## src/rtl/lpf_pkg.sv

```systemverilog
// Shared constants for the biquad low-pass filter controller: widths,
// coefficient slot indices, coefficient reset values and FSM state encoding.
package lpf_pkg;
  localparam int DW    = 32;
  localparam int NCOEF = 6;

  localparam logic [2:0] CI_B0 = 3'd0;
  localparam logic [2:0] CI_B1 = 3'd1;
  localparam logic [2:0] CI_B2 = 3'd2;
  localparam logic [2:0] CI_A0 = 3'd3;
  localparam logic [2:0] CI_A1 = 3'd4;
  localparam logic [2:0] CI_A2 = 3'd5;

  // Slot [0] is the least significant word, so flt_coef reads {a2,a1,a0,b2,b1,b0}
  typedef logic [NCOEF-1:0][DW-1:0] coef_vec_t;

  localparam coef_vec_t COEF_RST = {32'd27, 32'hFFFF_FFB6, 32'd1,
                                    32'd13, 32'd26, 32'd13};

  localparam logic [2:0] ST_IDLE   = 3'd0;
  localparam logic [2:0] ST_WAIT   = 3'd1;
  localparam logic [2:0] ST_OUT    = 3'd2;
  localparam logic [2:0] ST_COMMIT = 3'd3;
  localparam logic [2:0] ST_FLUSH  = 3'd4;
  localparam logic [2:0] ST_DRAIN  = 3'd5;
endpackage

```

## src/rtl/lpf_coef_bank.sv

```systemverilog
// Shadow/active coefficient registers. Writes only touch the shadow copy;
// the active copy changes solely on a commit strobe.
module lpf_coef_bank
  import lpf_pkg::*;
(
  input  logic          clk,
  input  logic          rst_n,
  input  logic          we,
  input  logic [2:0]    sel,
  input  logic [DW-1:0] wdata,
  input  logic          commit,
  output coef_vec_t     coef
);

  coef_vec_t shadow_q, shadow_d;
  coef_vec_t active_q, active_d;

  always_comb begin
    shadow_d = shadow_q;
    if (we && (sel <= CI_A2)) shadow_d[sel] = wdata;
    // Copy from shadow_d so a write in the commit cycle is not lost
    active_d = commit ? shadow_d : active_q;
  end

  always_ff @(posedge clk or negedge rst_n) begin
    if (!rst_n) begin
      shadow_q <= COEF_RST;
      active_q <= COEF_RST;
    end else begin
      shadow_q <= shadow_d;
      active_q <= active_d;
    end
  end

  assign coef = active_q;

endmodule

```

## src/rtl/lpf_ctrl.sv

```systemverilog
// Sample sequencer and coefficient-commit controller for an external filter.
// Define LPF_CTRL_FLUSH_EN to zero-flush and drain the filter after each commit.
module lpf_ctrl
  import lpf_pkg::*;
#(
  parameter int FILT_LAT  = 2,
  parameter int FLUSH_LEN = 4
) (
  input  logic                clk,
  input  logic                rst_n,
  input  logic                s_valid,
  output logic                s_ready,
  input  logic [DW-1:0]       s_data,
  output logic                m_valid,
  input  logic                m_ready,
  output logic [DW-1:0]       m_data,
  input  logic                cfg_we,
  input  logic [2:0]          cfg_sel,
  input  logic [DW-1:0]       cfg_wdata,
  input  logic                cfg_commit,
  output logic                cfg_busy,
  output logic [DW-1:0]       flt_data,
  output logic                flt_en,
  output logic [NCOEF*DW-1:0] flt_coef,
  input  logic [DW-1:0]       flt_out
);

  logic [2:0]    state_q, state_d;
  logic [3:0]    cnt_q, cnt_d;
  logic          pend_q, pend_d;
  logic          m_valid_q, m_valid_d;
  logic [DW-1:0] m_data_q, m_data_d;
  logic [DW-1:0] flt_data_q, flt_data_d;
  logic          flt_en_q, flt_en_d;
  logic          pend_now;
  coef_vec_t     coef;

  // A commit arriving this cycle already blocks input, so it wins over s_valid
  assign pend_now = pend_q | cfg_commit;

  always_comb begin
    state_d    = state_q;
    cnt_d      = cnt_q;
    pend_d     = pend_now;
    m_valid_d  = m_valid_q;
    m_data_d   = m_data_q;
    flt_data_d = flt_data_q;
    flt_en_d   = 1'b0;
    case (state_q)
      ST_IDLE: begin
        if (pend_now) begin
          state_d = ST_COMMIT;
        end else if (s_valid) begin
          flt_data_d = s_data;
          flt_en_d   = 1'b1;
          cnt_d      = 4'(FILT_LAT);
          state_d    = ST_WAIT;
        end
      end
      ST_WAIT: begin
        if (cnt_q == 4'd0) begin
          m_data_d  = flt_out;
          m_valid_d = 1'b1;
          state_d   = ST_OUT;
        end else begin
          cnt_d = cnt_q - 4'd1;
        end
      end
      ST_OUT: begin
        if (m_ready) begin
          m_valid_d = 1'b0;
          state_d   = ST_IDLE;
        end
      end
      ST_COMMIT: begin
        pend_d = cfg_commit;
`ifdef LPF_CTRL_FLUSH_EN
        flt_data_d = '0;
        flt_en_d   = 1'b1;
        cnt_d      = 4'(FLUSH_LEN - 1);
        state_d    = ST_FLUSH;
`else
        state_d = ST_IDLE;
`endif
      end
      ST_FLUSH: begin
        if (cnt_q == 4'd0) begin
          cnt_d   = 4'(FILT_LAT - 1);
          state_d = ST_DRAIN;
        end else begin
          cnt_d    = cnt_q - 4'd1;
          flt_en_d = 1'b1;
        end
      end
      ST_DRAIN: begin
        if (cnt_q == 4'd0) state_d = ST_IDLE;
        else               cnt_d   = cnt_q - 4'd1;
      end
      default: state_d = ST_IDLE;
    endcase
  end

  always_ff @(posedge clk or negedge rst_n) begin
    if (!rst_n) begin
      state_q    <= ST_IDLE;
      cnt_q      <= '0;
      pend_q     <= 1'b0;
      m_valid_q  <= 1'b0;
      m_data_q   <= '0;
      flt_data_q <= '0;
      flt_en_q   <= 1'b0;
    end else begin
      state_q    <= state_d;
      cnt_q      <= cnt_d;
      pend_q     <= pend_d;
      m_valid_q  <= m_valid_d;
      m_data_q   <= m_data_d;
      flt_data_q <= flt_data_d;
      flt_en_q   <= flt_en_d;
    end
  end

  lpf_coef_bank u_coef_bank (
    .clk    (clk),
    .rst_n  (rst_n),
    .we     (cfg_we),
    .sel    (cfg_sel),
    .wdata  (cfg_wdata),
    .commit (state_q == ST_COMMIT),
    .coef   (coef)
  );

  assign s_ready  = rst_n && (state_q == ST_IDLE) && !pend_now;
  assign m_valid  = m_valid_q;
  assign m_data   = m_data_q;
  assign flt_data = flt_data_q;
  assign flt_en   = flt_en_q;
  assign flt_coef = coef;
  assign cfg_busy = pend_q || (state_q == ST_COMMIT) ||
                    (state_q == ST_FLUSH) || (state_q == ST_DRAIN);

endmodule

```

## config.mk

```make
export PLATFORM = sky130hd
export DESIGN_NAME = lpf_ctrl
export DESIGN_NICKNAME = d
export VERILOG_FILES = /design/src/rtl/lpf_pkg.sv /design/src/rtl/lpf_coef_bank.sv /design/src/rtl/lpf_ctrl.sv
export SDC_FILE = /design/constraint.sdc
export NUM_CORES = 1
export LEC_CHECK = 0
export BUFFER_PORTS_ARGS = -buffer_cell sky130_fd_sc_hd__buf_4
export CORE_ASPECT_RATIO = 2
export CORE_MARGIN = 10
export CORE_UTILIZATION = 54
export CTS_CLUSTER_DIAMETER = 100
export DETAILED_ROUTE_END_ITERATION = 8
export PLACE_DENSITY = 0.79
export SLEW_MARGIN = 20
export SYNTH_ARGS = -nofsm -noshare
export SYNTH_HDL_FRONTEND = slang
export SYNTH_SLANG_ARGS = --single-unit
```

## constraint.sdc

```tcl
create_clock -name clk -period 2.3 [get_ports clk]
set_input_delay 0.23 -clock clk [delete_from_list [all_inputs] [get_ports clk]]
set_output_delay 0.23 -clock clk [all_outputs]
set_load 0.02 [all_outputs]
```

==> run summary <==
### Clocking
• **Num Clock Sinks** 458
• **depth of the CTS H-tree** 2
• **TritonCTS clock tree** built
• **maximum clock path buffer count** 3
• **clock insertion delay at the later pin of the skew report** 0.53 ns
• **post-CTS clock slew at the launch and capture registers of the worst setup and hold paths** 0.07 ns
• **root buffer selected by CTS** clkbuf_16
• **number of clock buffers inserted by TritonCTS** 39
• **post-CTS setup buffers** 0

### Logic synthesis
• **top cell type's share of synthesized area** 0.533
• **post-synthesis sequential element count** 458
• **Syn. warnings** 0
• **largest cells by area after synthesis** dfrtp_1 (53%), mux2_2 (25%), dfstp_2 (13%), mux2_4 (2.6%), mux2_1 (2.3%)
• **Synth Net Count** 1,118
• **sequential share of the synthesized area** 0.662
• **post-synthesis instance area** 17,500 sq um
• **cell type with the largest total area after synthesis** dfrtp_1
• **synthesized area per cell** 17.3 sq um
• **number of instances in the synthesized netlist** 1,011
• **number of distinct library cells after synthesis** 38

### STA
• **worst rel slew slack** 0.474
• **final critical-path share of the clock period** 0.944
• **actual transition at the worst max-transition pin** 0.779 ns
• **Setup TNS Final** 0 ns
• **setup repair after global routing missed its margin** no
• **clock skew** 0.0132 ns
• **Final Hold Slack** 0.0208 ns
• **final hold violation count** 0
• **final critical delay including setup and external delays** 2.17 ns
• **final max-slew violation count** 0
• **highest attainable clock frequency** 461 MHz
• **number of setup violations in the final report** 0

### Placed design
• **number of I/O port buffers** 364
• **half-perimeter wire length after placement** 29.2 mm
• **cell count after placement** 1,775
• **RePlAce Congestion** 0.768

### Global route
• **aggregate global routing overflow** 0
• **wire length of the first global-routing pass** 68.3 mm
• **maximum number of pins on one net before global-route repair** 137
• **number of antenna violations at the first check in global routing** 1
• **number of global-route vias before repair** 11,700
• **global-route usage over all layers** 0.215

### Die
• **num rows** 93
• **width of the die** 147 um
• **area of the core region** 32,100 sq um
• **initial standard-cell utilization of the core** 0.544
• **Die Height** 274 um
• **Die Footprint** 40,400 sq um
• **Top Ports** 365

### Finish
• **layout overhead on the synthesized area** 32.6%
• **most common cell after layout, fill and taps aside** mux2_2
• **number of fillers in the final layout** 2,079
• **final standard cell count with taps included and fillers excluded** 1,943
• **nets** 1,592
• **share of layout cells above drive strength 1** 0.634
• **leading cell types in the layout, fill and taps excluded** mux2_2 (383), buf_4 (376), dfrtp_1 (372), dlygate4sd3_1 (95), dfstp_2 (86)

### Power
• **worst-case vdd ir drop** 943 uV
• **static power due to leakage** 10.7 nW
• **pwr dens** 1450 nW/um^2

### Worst setup path
• **combined buffer and inverter count along the critical path** 3
• **worst flop-to-flop path startpoint** cnt_q[0]$_DFFE_PN0P_
• **maximum fanout count along the critical path** 30
• **cell family with the largest share of critical-path delay** buffers and inverters
• **ordered cell list for the critical path** clkinv_2, nand3_4, buf_16, nand2_1, buf_4
• **critical setup path kind** reg2out
• **worst reg-to-reg path cell count** 6
• **CP startpoint kind** register
• **slack of the worst reg-to-reg path** 0.35 ns
• **Arr. time, crit path** 1.94 ns
• **endpoint kind of the worst setup timing path** output port
• **RR Endpoint** m_data[21]$_DFFE_PN0P_
• **largest stage delay on the critical path** 0.48 ns
• **CP max-delay cell** dfrtp_1
• **required time of the critical path** 2.07 ns

### Hold path
• **Worst Hold Depth** 2
• **end of the worst hold path** u_coef_bank.shadow_q[158]$_DFF_PN1_
• **hold path startpoint** cfg_wdata[30]
• **classification of the worst-slack hold path** in2reg

### Route
• **first-iteration detailed-routing DRC count** 352
• **number of nets with antenna violations after detailed routing** 0
• **Avg WL per Cell** 22.8 um
• **average vias per placed instance** 5.27
• **final routed DRC violation total** 0
• **WL final** 44.2 mm
• **DR vias** 10,200
• **number of detailed-routing iterations run before antenna repair** 4

### Job
• **number of max-cap violations** 0

### Outcome
• **run status** finished clean

==> power breakdown <==
part	total [mW]	internal, mW	switching [mW]
combinational	13.2	6.54	6.64
sequential	13.3	11.6	1.74
clock	7.15	4.26	2.88
==> state kept, by name (all words and copies together), names as in the netlist <==
register and count:
u_coef_bank.coef 192, u_coef_bank.shadow_q 192, flt_data 32, m_data 32, cnt_q 4, state_q 3
flt_en 1, m_valid 1, pend_q 1
==> area by class of cell <==
cell class / count / area, sq um / share of cell area
flip-flops and latches: 458 / 11600 / 0.499
multi-input cells: 499 / 5590 / 0.241
repair buffers: 484 / 4050 / 0.175
clock buffers: 57 / 1190 / 0.0512
diodes: 1 / 2.50 / 0.000108
inverters: 3 / 12.5 / 0.000540
clock inverters: 14 / 224 / 0.00967
well taps: 427 / 534 / 0.0231
==> through the flow <==
| stage | util | setup WS, ns | total power [mW] | area (sq um) |
|---|---|---|---|---|
| floorplan | - | 0.534 | 20.6 | 17500 |
| global placement | 0.647 | 0.434 | 26.0 | 20800 |
| detailed placement | 0.647 | 0.377 | 26.5 | 20800 |
| CTS | 0.721 | 0.112 | 33.9 | 23200 |
| global route | 0.721 | 0.0236 | 35.2 | 23200 |
| finish | 0.721 | 0.129 | 33.6 | 23200 |
==> timing repair <==
action,4_1_cts,5_1_grt
endpoints found under the hold margin,229,0
resized for setup,2,0
setup endpoints to repair,1,0
hold buffers,95,0
==> cells in the mapped netlist (all sizes together) <==
| master | number |
|---|---|
| and3 | 1 |
| nand4b | 3 |
| nor2b | 1 |
| dfstp | 86 |
| clkbuf | 2 |
| inv | 2 |
| buf | 49 |
| o21ba | 1 |
| nor2 | 5 |
| nand3 | 2 |
| o311a | 1 |
| nor4b | 3 |
| a21o | 3 |
| o21bai | 1 |
| clkinv | 1 |
| a22oi | 1 |
| o22ai | 1 |
| ha | 2 |
| nand2 | 5 |
| a32o | 1 |
| a2111oi | 1 |
| dfrtp | 372 |
| and4bb | 1 |
| mux2 | 448 |
| nor3b | 1 |
| or4b | 1 |
| o21ai | 2 |
| o41ai | 1 |
| a31oi | 1 |
| nor4bb | 3 |
| nor3 | 5 |
| o2bb2ai | 2 |
| mux2i | 2 |
==> per-layer routing <==
metal	vias to the layer above	global-route usage	wire length, um
li1	4524	-	-
met1	5319	0.228	15800
met3	81	0.0576	2830
met2	314	0.392	24000
met5	-	0	0
met4	0	0.0883	1650
==> cells by family after synthesis <==
logic type	after synthesis	share of synthesized area
DFF	458	0.662
AOI/OAI and AO/OA	16	0.00716
and+or+nand+nor	31	0.0125
muxes	450	0.296
buffers and inverters	54	0.0203
adders and majority gates	2	0.00143
==> worst max path at each step <==
stage                     cells past startpoint                     end                   start
after detailed placement                      6  m_data[28]$_DFFE_PN0P_    cnt_q[0]$_DFFE_PN0P_
after floorplan                               6  m_data[10]$_DFFE_PN0P_    cnt_q[0]$_DFFE_PN0P_
after global placement                        6  m_data[22]$_DFFE_PN0P_    cnt_q[0]$_DFFE_PN0P_
final                                         5                cfg_busy  state_q[2]$_DFFE_PN0P_
after CTS                                     4                cfg_busy  state_q[0]$_DFFE_PN0P_
after global routing                          5                cfg_busy  state_q[2]$_DFFE_PN0P_
Note: power is estimated with default switching activity, not from simulation.
